===== config.mk =====
export PLATFORM = sky130hd
export DESIGN_NAME = decode_sequencer
export DESIGN_NICKNAME = d
export VERILOG_FILES = /design/src/rtl/decode_sequencer.sv
export SDC_FILE = /design/constraint.sdc
export NUM_CORES = 1
export LEC_CHECK = 0
export ABC_AREA = 1
export CAP_MARGIN = 20
export CORE_MARGIN = 2
export CORE_UTILIZATION = 49
export CTS_BUF_LIST = sky130_fd_sc_hd__clkbuf_4
export DETAILED_ROUTE_END_ITERATION = 16
export GPL_TIMING_DRIVEN = 0
export PLACE_DENSITY = 0.82
export SLEW_MARGIN = 10
export SYNTH_ARGS = -nofsm -noshare
export SYNTH_HDL_FRONTEND = slang
export SYNTH_SLANG_ARGS = --single-unit

===== constraint.sdc =====
create_clock -name speedy_clock -period 1.88 [get_ports speedy_clock]
set_input_delay 0.282 -clock speedy_clock [delete_from_list [all_inputs] [get_ports speedy_clock]]
set_output_delay 0.282 -clock speedy_clock [all_outputs]
set_load 0.05 [all_outputs]

===== src/rtl/decode_sequencer.sv =====
// Instruction-word sequencer between fetch and decode.
// Assembles 16-bit fetch words into short (one-word) or long (two-word)
// instructions and presents each one to the decoder until it is accepted.
//
// state  | meaning
// -------+----------------------------------------------------
// FIRST  | idle, waiting for the first word of an instruction
// SECOND | first word of a long instruction held, waiting for the second
// HOLD   | assembled instruction presented on decode_valid
module decode_sequencer #(
  parameter int LONG_ENABLE = 1,
  parameter int COUNT_WIDTH = 16
) (
  input  logic                   speedy_clock,
  input  logic                   reset,
  input  logic                   fetch_valid,
  input  logic [15:0]            fetchoutput,
  output logic                   fetch_ready,
  input  logic                   flush,
  input  logic                   decode_ready,
  output logic                   decode_valid,
  output logic [31:0]            instr,
  output logic [11:0]            opcode,
  output logic                   is_long,
  output logic                   illegal,
  output logic [COUNT_WIDTH-1:0] instr_count
);

  localparam logic [1:0] ST_FIRST  = 2'd0;
  localparam logic [1:0] ST_SECOND = 2'd1;
  localparam logic [1:0] ST_HOLD   = 2'd2;

  localparam logic LONG_EN = (LONG_ENABLE != 0);
  localparam logic [COUNT_WIDTH-1:0] COUNT_ONE = {{(COUNT_WIDTH-1){1'b0}}, 1'b1};

  logic [1:0]  state;
  logic [15:0] first_word;
  logic        word_xfer;
  logic        issue;
  logic        starts_long;

  // Handshake qualifiers; a held instruction frees its slot in the same
  // cycle it issues, so HOLD can take a new word when the decoder accepts.
  always_comb begin
    fetch_ready  = !reset && !flush && ((state != ST_HOLD) || decode_ready);
    decode_valid = (state == ST_HOLD);
    word_xfer    = fetch_valid && fetch_ready;
    issue        = decode_valid && decode_ready && !flush;
    starts_long  = fetchoutput[15] && LONG_EN;
  end

  // State, assembly registers, presented fields and issue counter.
  always_ff @(posedge speedy_clock) begin
    if (reset) begin
      state       <= ST_FIRST;
      first_word  <= '0;
      instr       <= '0;
      opcode      <= '0;
      is_long     <= 1'b0;
      illegal     <= 1'b0;
      instr_count <= '0;
    end else if (flush) begin
      state      <= ST_FIRST;
      first_word <= '0;
      instr      <= '0;
      opcode     <= '0;
      is_long    <= 1'b0;
      illegal    <= 1'b0;
    end else begin
      if (issue) begin
        instr_count <= instr_count + COUNT_ONE;
      end
      case (state)
        ST_FIRST, ST_HOLD: begin
          if (word_xfer) begin
            if (starts_long) begin
              first_word <= fetchoutput;
              instr      <= '0;
              opcode     <= '0;
              is_long    <= 1'b0;
              illegal    <= 1'b0;
              state      <= ST_SECOND;
            end else begin
              // Bit 15 set here only when long words are disabled: malformed.
              instr   <= {16'h0000, fetchoutput};
              opcode  <= {6'b000000, fetchoutput[14:9]};
              is_long <= 1'b0;
              illegal <= fetchoutput[15];
              state   <= ST_HOLD;
            end
          end else if (issue) begin
            instr   <= '0;
            opcode  <= '0;
            is_long <= 1'b0;
            illegal <= 1'b0;
            state   <= ST_FIRST;
          end
        end
        ST_SECOND: begin
          if (word_xfer) begin
            instr   <= {fetchoutput, first_word};
            opcode  <= {fetchoutput[14:9], first_word[14:9]};
            is_long <= 1'b1;
            illegal <= fetchoutput[15];
            state   <= ST_HOLD;
          end
        end
        default: begin
          instr   <= '0;
          opcode  <= '0;
          is_long <= 1'b0;
          illegal <= 1'b0;
          state   <= ST_FIRST;
        end
      endcase
    end
  end

endmodule


* After elaboration in Yosys (flattened, before gate mapping)
Index checks and enable logic that the tools add are counted.
** Word-level totals
- Register bits after elaboration :: 80
- Latch bits :: 0
- Output and inout port bits :: 64
- Logic and storage cells :: 49
- Memory bits (writable) :: 0
- ROM bits :: 0
- Bits of input ports :: 21
- Memories kept :: 0
** Operators by class
- Divide/modulo/power cells :: 0
- Equality and inequality tests :: 5
- Bitwise gates (word level) :: 1
- Muxes and demuxes :: 21
- Shift operators :: 0
- $lt $le $gt $ge :: 0
- Reduce and logical (&&, ||, !) cells :: 14
- $mul :: 0
- Add/sub/neg operators :: 1
** Operators with widths (count)
- 32-bit 2-to-1 mux :: 3
- 32-bit one-hot mux with 2 select lines :: 1
- 12-bit 2-to-1 mux :: 3
- 12-bit one-hot mux with 2 select lines :: 1
- 16-bit by 1-bit adder with 16-bit output (second input constant) :: 1
- 15-bit 2-to-1 mux :: 1
- 2-bit 2-to-1 mux :: 4
- 6-bit 2-to-1 mux :: 1
- 1-bit logical AND :: 5
- 1-bit 2-to-1 mux :: 4
- 2-bit != test (second input constant) :: 2
- 1-bit one-hot mux with 2 select lines :: 2
- 2-bit one-hot mux with 2 select lines :: 1
- 2-bit AND reduction :: 2
- 2-bit OR reduction :: 2
- 3-bit != test (second input constant) :: 1
- 3-bit AND reduction :: 1
- 2-bit by 1-bit == test with 1-bit output (second input constant) :: 1
- 2-bit == test (second input constant) :: 1
- 1-bit zero test :: 2
- 2-bit zero test :: 1
- 1-bit logical OR :: 1
- 1-bit NOT :: 1

* Longest topological paths before layout
- Depth after elaboration :: 6
- Mapped depth :: 10
- Depth with buffers taken out :: 9

* Least setup slack after synthesis
No wires, ideal clock.
- Path type :: register to register
- Start :: register instr_count[1]
- End :: register instr_count[12]
- Stages on the path, launching flop included :: 9
- Period minus slack after synthesis :: 1.733 ns
- Slack :: 0.147 ns
- Data required time :: 1.764 ns
- Library setup time :: 0.116 ns
- Buffers on the path :: 0
- Arrival time :: 1.617 ns
- Path through :: dfxtp_1 ha_1 nand3_1 nor2_1 nand3_1 nor2_1 nand2_1 nand2_1 nor2_1
** Between the ends
- Word-level cells in the longest chain between the ends :: 1
** RTL lines
- start, declared :: line 26 : output logic [COUNT_WIDTH-1:0] instr_count
- start signal, assigned :: line 71 : instr_count <= instr_count + COUNT_ONE;
- 16-bit by 1-bit adder with 16-bit output :: line 71
No other way between the ends.
A chain may end at the register's enable or synchronous reset.

==> flow_metrics.env <==
export IMPL_status="finished clean"
export IMPL_grt_start_max_net_pins=20
export IMPL_core_area_sq_um=5960
export IMPL_yosysWarningCount=0
export IMPL_fin_crit_ps=1710
export IMPL_first_pass_iters=4
export IMPL_grt_overflow=0
export IMPL_htreeDepth=3
export IMPL_dieArea_sq_um=6830
export IMPL_async_reset_ff_frac=0
export IMPL_port_buffers=84
export IMPL_end_kind="output pin"
export IMPL_final_nets=546
export IMPL_tns_ps=0
export IMPL_crit_path_top_delay_cell="dlygate4sd2_1"
export IMPL_clk_pin_slew_worst_paths_ps=130
export IMPL_finalWorstSetupSlack_ps=166
export IMPL_crit_buf_inv=2
export IMPL_ys_seq_area_frac=0.442
export IMPL_fillers=542
export IMPL_dp_slack_ps=-805
export IMPL_path_class="reg2out"
export IMPL_drc=0
export IMPL_antenna_cells=0
export IMPL_dp_hpwl_um=5560
export IMPL_worst_pin_slew_ps=549
export IMPL_netlist_instances=427
export IMPL_die_h_um=82.7
export IMPL_grt_pass1_vias=2691
export IMPL_grt_pass1_wl_um=11900
export IMPL_crit_path_max_fanout=3
export IMPL_syn_area_sq_um=3030
export IMPL_final_cells=604
export IMPL_clkSinkCount=67
export IMPL_drtAntennaViolNets=0
export IMPL_drive_gt1_frac=0.110
export IMPL_gp_congestion=0.815
export IMPL_cts_tree="built"
export IMPL_p_leak_nw=2.08
export IMPL_syn_to_final_growth_pct=36.9
export IMPL_start_util=0.509
export IMPL_fmaxAchievable_mhz=583
export IMPL_setup_viol=0
export IMPL_clkLatencyLatePin_ps=420
export IMPL_grt_use_total=0.230
export IMPL_postLayoutCellArea_sq_um=4150
export IMPL_fin_util=0.697
export IMPL_dp_cells=586
export IMPL_dr_total_vias=3038
export IMPL_cts_root_buf="clkbuf_4"
export IMPL_skew_ps=24.8
export IMPL_crit_family="buffers and inverters"
export IMPL_min_path_type="reg2reg"
export IMPL_crit_arrival_ps=1430
export IMPL_synth_net_count=449
export IMPL_final_hold_viol_count=0
export IMPL_cts_buffers=9
export IMPL_routed_via_density=5.03
export IMPL_clk_path_buf_depth=2
export IMPL_antenna_found_initial=0
export IMPL_rsz0062_at_grt="no"
export IMPL_rows=28
export IMPL_drt_iter0_markers=124
export IMPL_final_cell_mix="nand2_1 (110), nor2_1 (68), dfxtp_1 (67)"
export IMPL_total_power_mw=2.85
export IMPL_wl_per_cell_um=12.7
export IMPL_synth_main_ff_cell="dfxtp_1"
export IMPL_synth_seq_cells=67
export IMPL_hold_ws_ps=467
export IMPL_vdd_drop_max_uv=542
export IMPL_maxCapViolCount=0
export IMPL_power_density_nw_per_um2=687
export IMPL_period_share=0.912
export IMPL_mostFrequentLayoutCell="nand2_1"
export IMPL_die_w_um=82.7
export IMPL_routed_wl_um=7650
export IMPL_worstSetupStartpointType="flop"
export IMPL_synth_edf_count=0
export IMPL_synth_distinct_cells=29
export IMPL_slowest_delay_ps=520
export IMPL_io_pins=85
export IMPL_slew_viol_final=0
export IMPL_cp_required_ps=1600
export IMPL_slew_headroom=0.634
export IMPL_postPlaceCellArea_sq_um=3970
export IMPL_path_cells="buf_4 -> dlygate4sd2_1"
export IMPL_hold_buffers=0
export IMPL_postSynthAreaPerCell_sq_um=7.10
## area by class of cell
type | count | area [sq um] | share of cell area
plain buffers | 27 | 168 | 0.0404
clock buffers | 10 | 75.1 | 0.0181
clock inverters | 6 | 113 | 0.0271
inverters | 43 | 165 | 0.0398
multi-input cells | 289 | 1350 | 0.326
flip-flops and latches | 67 | 1340 | 0.323
well taps | 75 | 93.8 | 0.0226
repair buffers | 87 | 840 | 0.202
## synth_stat cells, types with 3 or more instances
library cell  instances  share of area
nand3_1               8          0.013
nand4_1               4         0.0083
inv_1                38          0.047
o21ai_1               4         0.0066
buf_4                16          0.040
dfxtp_1              67           0.44
a21oi_1              45          0.074
clkbuf_1              5         0.0062
nand2_1             110           0.14
o21ai_0              18          0.030
buf_2                 5         0.0083
nor2_4                3          0.011
nor2_1               68          0.084
o21bai_1             16          0.040
## routing by layer
| layer | wire, um | track usage | share of wire | up-vias |
|---|---|---|---|---|
| li1 | - | - | - | 1528 |
| met4 | 159 | 0.105 | 0.021 | 0 |
| met5 | 0 | 0 | 0 | - |
| met2 | 3580 | 0.385 | 0.47 | 95 |
| met3 | 468 | 0.0500 | 0.061 | 16 |
| met1 | 3440 | 0.281 | 0.45 | 1399 |
## kinds of logic after synthesis
| group | after synthesis | share of synthesized area |
|---|---|---|
| AO/OA/AOI/OAI | 86 | 0.158 |
| buffers and inverters | 71 | 0.111 |
| flip-flops | 67 | 0.442 |
| adder cells (fa/ha/maj) | 1 | 0.00413 |
| AND/OR/NAND/NOR | 202 | 0.285 |
## path summary, 6_finish.rpt
path | start | endpoint | cells past startpoint | slack (ps)
setup / recovery | instr[27] | opcode[8] | 2 | 170
setup reg to reg | state[0] | instr[10] | 10 | 300
hold / removal | instr[22] | instr[22] | 2 | 470
hold reg to reg | instr[22] | instr[22] | 2 | 470
## tightest hold or removal path, stage by stage (launching register included)
cell and delay [ps]:
dfxtp_1 330, nand2_1 60, a21oi_1 50
## power by group
group	switching [mW]	leakage, nW	total (mW)	internal, mW
logic	0.110	1.44	0.184	0.0739
registers	0.00324	0.540	1.43	1.42
clock network	0.547	0.101	1.24	0.693
total	0.660	2.08	2.85	2.19
## state kept, by name, indices dropped and copies added, names as in the netlist
signal / count
state: 2
first_word: 16
instr: 31
is_long: 1
illegal: 1
instr_count: 16
## timing repair
item                                    CTS  global route
gates cloned                              0             0
pin swaps                                 0             1
setup buffers                             0             3
gates resized for setup                  49            21
endpoints found under the setup margin   47            21
No activity file was read; power rests on OpenSTA's default activity.
